$ cat config.mk
export PLATFORM = sky130hd
export DESIGN_NAME = prbs_window
export DESIGN_NICKNAME = d
export VERILOG_FILES = /design/src/rtl/lfsr_pkg.sv /design/src/rtl/prbs_window.sv
export SDC_FILE = /design/constraint.sdc
export NUM_CORES = 1
export LEC_CHECK = 0
export ABC_CLOCK_PERIOD_IN_PS = 1400
export BUFFER_PORTS_ARGS = -buffer_cell sky130_fd_sc_hd__clkbuf_2
export CELL_PAD_IN_SITES_DETAIL_PLACEMENT = 0
export CELL_PAD_IN_SITES_GLOBAL_PLACEMENT = 1
export CORE_MARGIN = 5
export CORE_UTILIZATION = 44
export DETAILED_ROUTE_END_ITERATION = 10
export PLACE_DENSITY = 0.79
export SYNTH_ARGS = -nofsm -noshare
export SYNTH_HDL_FRONTEND = slang
export SYNTH_SLANG_ARGS = --single-unit
$ cat constraint.sdc
create_clock -name clk -period 1.4 [get_ports clk]
set_input_delay 0.07 -clock clk [delete_from_list [all_inputs] [get_ports clk]]
set_output_delay 0.07 -clock clk [all_outputs]
set_load 0.02 [all_outputs]
$ cat src/rtl/lfsr_pkg.sv
// lfsr_pkg: polynomial definition and state encoding shared by the PRBS generator and checker
package lfsr_pkg;
  localparam int LFSR_W = 26;
  localparam int TAP_A  = 26;
  localparam int TAP_B  = 8;
  localparam int TAP_C  = 7;
  localparam int TAP_D  = 1;
  typedef enum logic [1:0] {SEED = 2'd0, CHECK = 2'd1, LOCKED = 2'd2} state_t;
  // Bit 0 holds w[1] (newest), bit LFSR_W-1 holds w[26] (oldest)
  function automatic logic prbs_bit(input logic [LFSR_W-1:0] w);
    return w[TAP_A-1] ^ w[TAP_B-1] ^ w[TAP_C-1] ^ w[TAP_D-1];
  endfunction
endpackage

$ cat src/rtl/prbs_window.sv
// prbs_window: 26-bit history of received bits with next-bit prediction and all-zero flag
module prbs_window
  import lfsr_pkg::*;
(
  input  logic clk,
  input  logic rst,
  input  logic en,
  input  logic sel_pb,
  input  logic din,
  output logic pb,
  output logic all_zero
);
  logic [LFSR_W-1:0] w_q, w_d;
  always_comb w_d = en ? {w_q[LFSR_W-2:0], sel_pb ? pb : din} : w_q;
  always_ff @(posedge clk) w_q <= rst ? '0 : w_d;
  assign pb       = prbs_bit(w_q);
  assign all_zero = ~|w_q;
endmodule

==> impl_results.md, run 1 <==
* Internal power summed over all cells at 0.882 mW
* Final HPWL from detailed placement at around 1200 um
* Largest buffer count on any clock path at 2
* Category of the worst setup path capture point: output port
* Number of vias in the routed layout at between 600 and 700
* Routed wire length per instance at between 10 and 15 um
* Largest area contributor in the synthesized netlist: dfxtp_1
* Number of cells on the worst hold path at 4
* Sequential-to-total area share from yosys stat at 51.5%
* FMAX at slightly above 700 MHz
* Cell at the root of the clock tree: clkbuf_4
* Area of the die at approximately 3400 um^2
* Leakage at between 0.5 and 0.6 nW
* Synth Area in Adders at 0%
* Antenna Cells at 0
* Power density of the placed cells at around 960 nW/um^2
* Run status: finished with violations
* Non-Filler Cell Area, Final at ~1200 um^2
* Combinational group share of total power at under 10%
* Clock latency reported for the late side of the worst-skew pair at roughly 0.3 ns
* First-pass GRT wire length at between 2000 and 3000 um
* I/O pin count at 7
* Slew Limit Fails at 0
* Setup Crit Path Kind: flop to output port
* Vert. Die Dim at 57.9 um
* Worst VDD drop at ~0.63 mV
* Clock network fraction of design power at a little over a quarter
* Most frequent standard cell in the layout excluding fill and tap cells: nor2_1
* Simple-gate share of the synthesized area at roughly 17%
* Part of the cycle the worst path needs at 100%
* Warnings, synthesis at 0
* Number of buffers created by CTS at 3
* Regs by FF count: w_q: 26 flops
* Pre-CTS WS at 0.239 ns
* Highest-count cells in the layout ignoring fill and taps: nor2_1, mux2i_1, dfxtp_1
* Area of the mapped netlist at 1010 um^2
* Cells taking the most area after synthesis: dfxtp_1, mux2i_1, nor2_1, nor4_1, xnor2_1
* Net count reported at finish at 115
* Flop pwr share at approximately two thirds
* Worst hold path class: input port to flop
* Worst hold slack across all endpoints at 0.126 ns
* X dimension of the die at just under 60 um
* Post-synthesis area per instance at between 10 and 15 um^2
* Required time reported for the critical path endpoint at 1.33 ns
* Final count of hold timing violations at 0
* TritonCTS clock tree: built
* Total setup violations reported at the end of the flow at 1
* Share of the synthesized area in compound gates (AO/OA/AOI/OAI) at less than 1%
* Area of the core region at around 2200 um^2
* Worst slew margin at between 70% and 80%
* Setup crit start kind: flop
* Share of synthesized area spent on multiplexers at between 20% and 30%
* Vias per std cell at 5.07
* Sw frac at 21.9%
* Clock skew at about 0.0026 ns
* Reg2Reg Depth at 3
* Min setup slack post-route at -0.00232 ns
* Synth top area share at around half
* Setup repair after global routing missed its margin: true
* Syn Nets at between 100 and 150
* Actual slew at the worst max-slew pin at roughly 0.33 ns
* Cell count after placement at around 130
* Combinational family with the most area after synthesis: multiplexers
* Clock-pin transition on the worst setup and hold timing paths at approximately 0.13 ns
* Tot GR Track Use at around 11%
* Flop and latch count out of synthesis at 26
* Num Clock Sinks at 26
* Flip-flop count of the largest register after layout at 26
* Post-synthesis cell type count at 15
* Synth-to-Final Area Change at 16.3%
* Starting density of the core at 45.7%
* Starting DRC count in detailed routing at 15
* Reg with most FFs: w_q
* Critical-path maximum fanout at 3
* Final critical delay including setup and external delays at between 1 and 1.5 ns
* Drt total wl at ~1800 um
* Fraction of layout instances using a drive strength above 1 at about 24%
* Number of violations of the max-capacitance limit at 0
* Number of nets with antenna violations after routing at 0
* Number of remaining DRC errors at 0
* GRT overflow at 0
* GPL Wtd Cong at 0.745
* Initial antenna violation count at 0
* Signal arrival time at the worst endpoint at 1.33 ns
* Input/output buffers at 6
* Cell count after synthesis at between 100 and 150
* Number of placement rows at 17
* Count of H-tree levels built during CTS at 1
* Via count of the first global-routing pass at about 620
* P_sw at ~0.25 mW
* Largest net degree at the start of global routing at 16
* Final Non-Filler Cells at 136
* Router iterations before antenna repair at 4
* Parity-gate share of the synthesized area counting xor and xnor cells at between 2 and 3%
* Failing checks: setup timing
* Instance area at placement at 1080 um^2
area by class of cell:
cell class | count | area, um^2
Timing Repair Buffer | 10 | 77.6
Tap cell | 28 | 35.0
Fill cell | 215 | 1040
Multi-Input combinational cell | 69 | 508
Clock buffer | 3 | 22.5
Sequential cell | 26 | 533
power groups by stage:
stage,logic [mW],clock network [mW],registers [mW]
final,0.0875,0.296,0.745
after global routing,0.0932,0.340,0.746
after CTS,0.0853,0.309,0.746
after detailed placement,0.0821,0,0.762
after global placement,0.0810,0,0.762
after floorplan,0.0601,0,0.761
timing repair:
item                       CTS  global route
pin swaps                    7             3
setup buffers                1             0
hold buffers                 0             0
setup endpoints to repair    1             2
resized for setup            9            11
layer usage:
layer  wire [um]  GRT usage [%]  vias to the layer above
met5           0              0                        -
met4          20           4.97                        0
met3          77           2.23                        2
met2         766           16.1                       12
met1         899           15.2                      316
li1            -              -                      360
metrics by stage:
step / util [%] / setup TNS, ns / power, mW
3_3_place_gp: 48.8 / 0 / 0.843
4_1_cts: 51.6 / -0.0273 / 1.14
2_1_floorplan: - / 0 / 0.821
5_1_grt: 53.2 / -0.0949 / 1.18
6_report: 53.2 / -0.00232 / 1.13
3_5_place_dp: 48.8 / 0 / 0.844
kinds of logic after synthesis:
family | after synthesis
and+or+nand+nor | 40
DFF | 26
muxes | 25
buffers and inverters | 6
xor gates and xnor gates | 3
AOI/OAI and AO/OA | 1
critical path: stages, from the launching register on:
cell	delay, ns
dfxtp_4	0.38
nor4_4	0.27
nand4_1	0.12
nor2_1	0.11
buf_4	0.15
final timing paths:
check	startpoint	end	slack, ns
worst min register to register	w_q[17]	w_q[17]	0.53
worst max register to register	w_q[6]	w_q[0]	0.30
worst min-delay path	sel_pb	w_q[0]	0.13
worst max-delay path	w_q[23]	all_zero	-0.002
Yosys cell counts:
cell      number
a211o_1        1
buf_2          1
buf_4          2
clkbuf_1       3
dfxtp_1       26
mux2i_1       25
nand2_1        2
nand3_1        1
nand4_1        1
nor2_1        28
nor3_1         1
nor3b_1        1
nor4_1         6
xnor2_1        2
xor2_1         1
Power figures use the tool's default switching activity.
==> run 2, diff against run 1 <==
--- a/config.mk
+++ b/config.mk
@@ -5,14 +5,14 @@
 export SDC_FILE = /design/constraint.sdc
 export NUM_CORES = 1
 export LEC_CHECK = 0
-export ABC_CLOCK_PERIOD_IN_PS = 1400
+export ABC_CLOCK_PERIOD_IN_PS = 1750
 export BUFFER_PORTS_ARGS = -buffer_cell sky130_fd_sc_hd__clkbuf_2
 export CELL_PAD_IN_SITES_DETAIL_PLACEMENT = 0
 export CELL_PAD_IN_SITES_GLOBAL_PLACEMENT = 1
 export CORE_MARGIN = 5
-export CORE_UTILIZATION = 44
+export CORE_UTILIZATION = 48
 export DETAILED_ROUTE_END_ITERATION = 10
-export PLACE_DENSITY = 0.79
+export PLACE_DENSITY = 0.85
 export SYNTH_ARGS = -nofsm -noshare
 export SYNTH_HDL_FRONTEND = slang
 export SYNTH_SLANG_ARGS = --single-unit
==> constraint.sdc (replaced) <==
create_clock -name clk -period 1.75 [get_ports clk]
set_input_delay 0.0875 -clock clk [delete_from_list [all_inputs] [get_ports clk]]
set_output_delay 0.0875 -clock clk [all_outputs]
set_load 0.02 [all_outputs]
==> run 2 against run 1 <==
Compared with the run above:
- the flow now finishes without violations
- worst setup slack improved by 0.26 ns
- combinational power fell by 33%
- routed wire length decreased by 13%
- non-clock buffer count decreased by 3
- global-route usage hardly changed
- sequential power decreased by 20%
- critical path depth unchanged
- clock power shrank 20%
- sequential share of layout area is 3.2 points higher
- clock skew is 0.0066 ns higher
- final area decreased by 8.7%
- die area is 6.9% lower
==> impl_results.md, run 2 (synthesized netlist as in run 1, its figures left out) <==
* Router iterations before antenna repair at 4 (unchanged)
* Run status: complete, no violations (was finished with violations)
* Number of placement rows at 16 (was 17)
* Cell at the root of the clock tree: clkbuf_4 (unchanged)
* Fraction of layout instances using a drive strength above 1 at 9.52% (was 24.1%)
* Number of buffers inserted by hold repair at cts at 0 (unchanged)
* Setup crit start kind: flop (unchanged)
* Final HPWL from detailed placement at 1070 um (was 1190 um)
* X dimension of the die at 55.9 um (was 57.9 um)
* GRT overflow at 0 (unchanged)
* Regs by FF count: w_q: 26 flops (unchanged)
* Num Clock Sinks at 26 (unchanged)
* Actual slew at the worst max-slew pin at 0.831 ns (was 0.334 ns)
* First-pass GRT wire length at 2730 um (was 2850 um)
* Clock-pin transition on the worst setup and hold timing paths at 0.13 ns (about the same)
* Required time reported for the critical path endpoint at 1.66 ns (was 1.33 ns)
* Part of the cycle the worst path needs at a little under nine tenths
* Tot GR Track Use at 11.0% (was 10.9%)
* Initial antenna violation count at 0 (unchanged)
* Area of the core region at 1980 um^2 (was 2210 um^2)
* Critical-path maximum fanout at 4 (was 3)
* I/O pin count at 7 (unchanged)
* Synth-to-Final Area Change at 6.19% (was 16.3%)
* Slew Limit Fails at 0 (unchanged)
* Setup repair after global routing missed its margin: false (was true)
* Category of the worst setup path capture point: output port (unchanged)
* TNS Setup at 0 ns (was -0.00232 ns)
* GPL Wtd Cong at 0.718 (was 0.745)
* Number of nets with antenna violations after routing at 0 (unchanged)
* Area of the die at 3120 um^2 (was 3360 um^2)
* Critical Path Slowest Stage Cell: dfxtp_1 (was dfxtp_4)
* Drt total wl at 1540 um (was 1760 um)
* Antenna Cells at 0 (unchanged)
* Post_cts resized at 0 (was 9)
* Number of vias in the routed layout at 686 (was 690)
* Largest buffer count on any clock path at 2 (unchanged)
* Worst hold path class: input port to flop (unchanged)
* Signal arrival time at the worst endpoint at 1.40 ns (was 1.33 ns)
* Flip-flop count of the largest register after layout at 26 (unchanged)
* Setup Crit Path Kind: flop to output port (unchanged)
* Vert. Die Dim at 55.9 um (was 57.9 um)
* Reg with most FFs: w_q (unchanged)
* TritonCTS clock tree: built (unchanged)
* Final count of hold timing violations at 0 (unchanged)
* Total setup violations reported at the end of the flow at 0 (was 1)
* Worst hold slack across all endpoints at 0.102 ns (was 0.126 ns)
* Largest net degree at the start of global routing at 29 (was 16)
* Number of violations of the max-capacitance limit at 0 (unchanged)
* Input/output buffers at 6 (unchanged)
* Leakage at 0.488 nW (was 0.533 nW)
* Worst slew margin at 44.6% (was 77.7%)
* Post-CTS Setup Repair Bufs at 0 (was 1)
* Vias per std cell at 5.20 (was 5.07)
* Clock skew at 0.00923 ns (was 0.00260 ns)
* Via count of the first global-routing pass at 615 (was 624)
* Most frequent standard cell in the layout excluding fill and tap cells: nor2_1 (unchanged)
* Clock latency reported for the late side of the worst-skew pair at 0.31 ns (was 0.30 ns)
* FMAX at between 600 and 700 MHz
* Number of remaining DRC errors at 0 (unchanged)
* Number of cells on the worst hold path at 2 (was 4)
* Routed wire length per instance at 11.7 um (was 13.0 um)
* Starting DRC count in detailed routing at 10 (was 15)
* Highest-count cells in the layout ignoring fill and taps: nor2_1, dfxtp_1, mux2i_1 (was nor2_1, mux2i_1, dfxtp_1)
* Maximum cell stage delay along the critical path at 0.36 ns (was 0.38 ns)
* CP Cell Sequence: nor4_1 > nand3_1 > nor2_1 > clkbuf_2 (was nor4_4 > nand4_1 > nor2_1 > buf_4)
* Worst VDD drop at 0.475 mV (was 0.625 mV)
* Reg2Reg Depth at 3 (unchanged)
* Number of buffers created by CTS at 3 (unchanged)
* Net count reported at finish at 112 (was 115)
* Count of H-tree levels built during CTS at 1 (unchanged)
* Starting density of the core at 51.0% (was 45.7%)
* Final critical delay including setup and external delays at roughly 1.5 ns
* Power density of the placed cells at 830 nW/um^2 (was 960 nW/um^2)
run 2: worst paths after layout:
path	slack (ns)	endpoint	startpoint
hold / removal	0.10	w_q[3]	rst
hold reg to reg	0.54	w_q[21]	w_q[20]
setup reg to reg	0.71	w_q[0]	w_q[7]
setup / recovery	0.26	all_zero	w_q[6]
run 2: cell type report:
type | instances | area (um^2)
flip-flops and latches | 26 | 520
repair buffers | 7 | 37.5
multi-input cells | 69 | 459
fillers | 184 | 908
well taps | 27 | 33.8
clock buffers | 3 | 22.5
run 2: where the power goes:
group          leakage [nW]  total, mW  internal [mW]  switching, mW
Sequential            0.209      0.596          0.594        0.00218
Clock                0.0138      0.236         0.0805          0.156
Combinational         0.265     0.0588         0.0245         0.0343
Total                 0.488      0.891          0.699          0.192
run 2: layer usage:
layer	track usage, %	vias to the layer above	wire (um)
met5	0	-	0
met2	16.0	13	655
met1	13.8	315	768
met4	7.12	0	32
met3	3.25	4	85
li1	-	354	-
run 2: critical path: cells and delay by family, from the launching register on:
family	cells	cell delay [ns]
buffers and inverters	1	0.17
and+or+nand+nor	3	0.57
DFF	1	0.36
run 2: per-stage QoR:
stage	util, %	instance area, um^2	power (mW)	instances	setup slack (ns)
5_1_grt	54.2	1070	0.926	132	0.166
3_3_place_gp	53.0	1050	0.668	129	0.564
2_1_floorplan	-	1010	0.657	101	0.580
4_1_cts	54.2	1070	0.905	132	0.228
6_report	54.2	1070	0.891	132	0.262
3_5_place_dp	53.0	1050	0.668	129	0.536
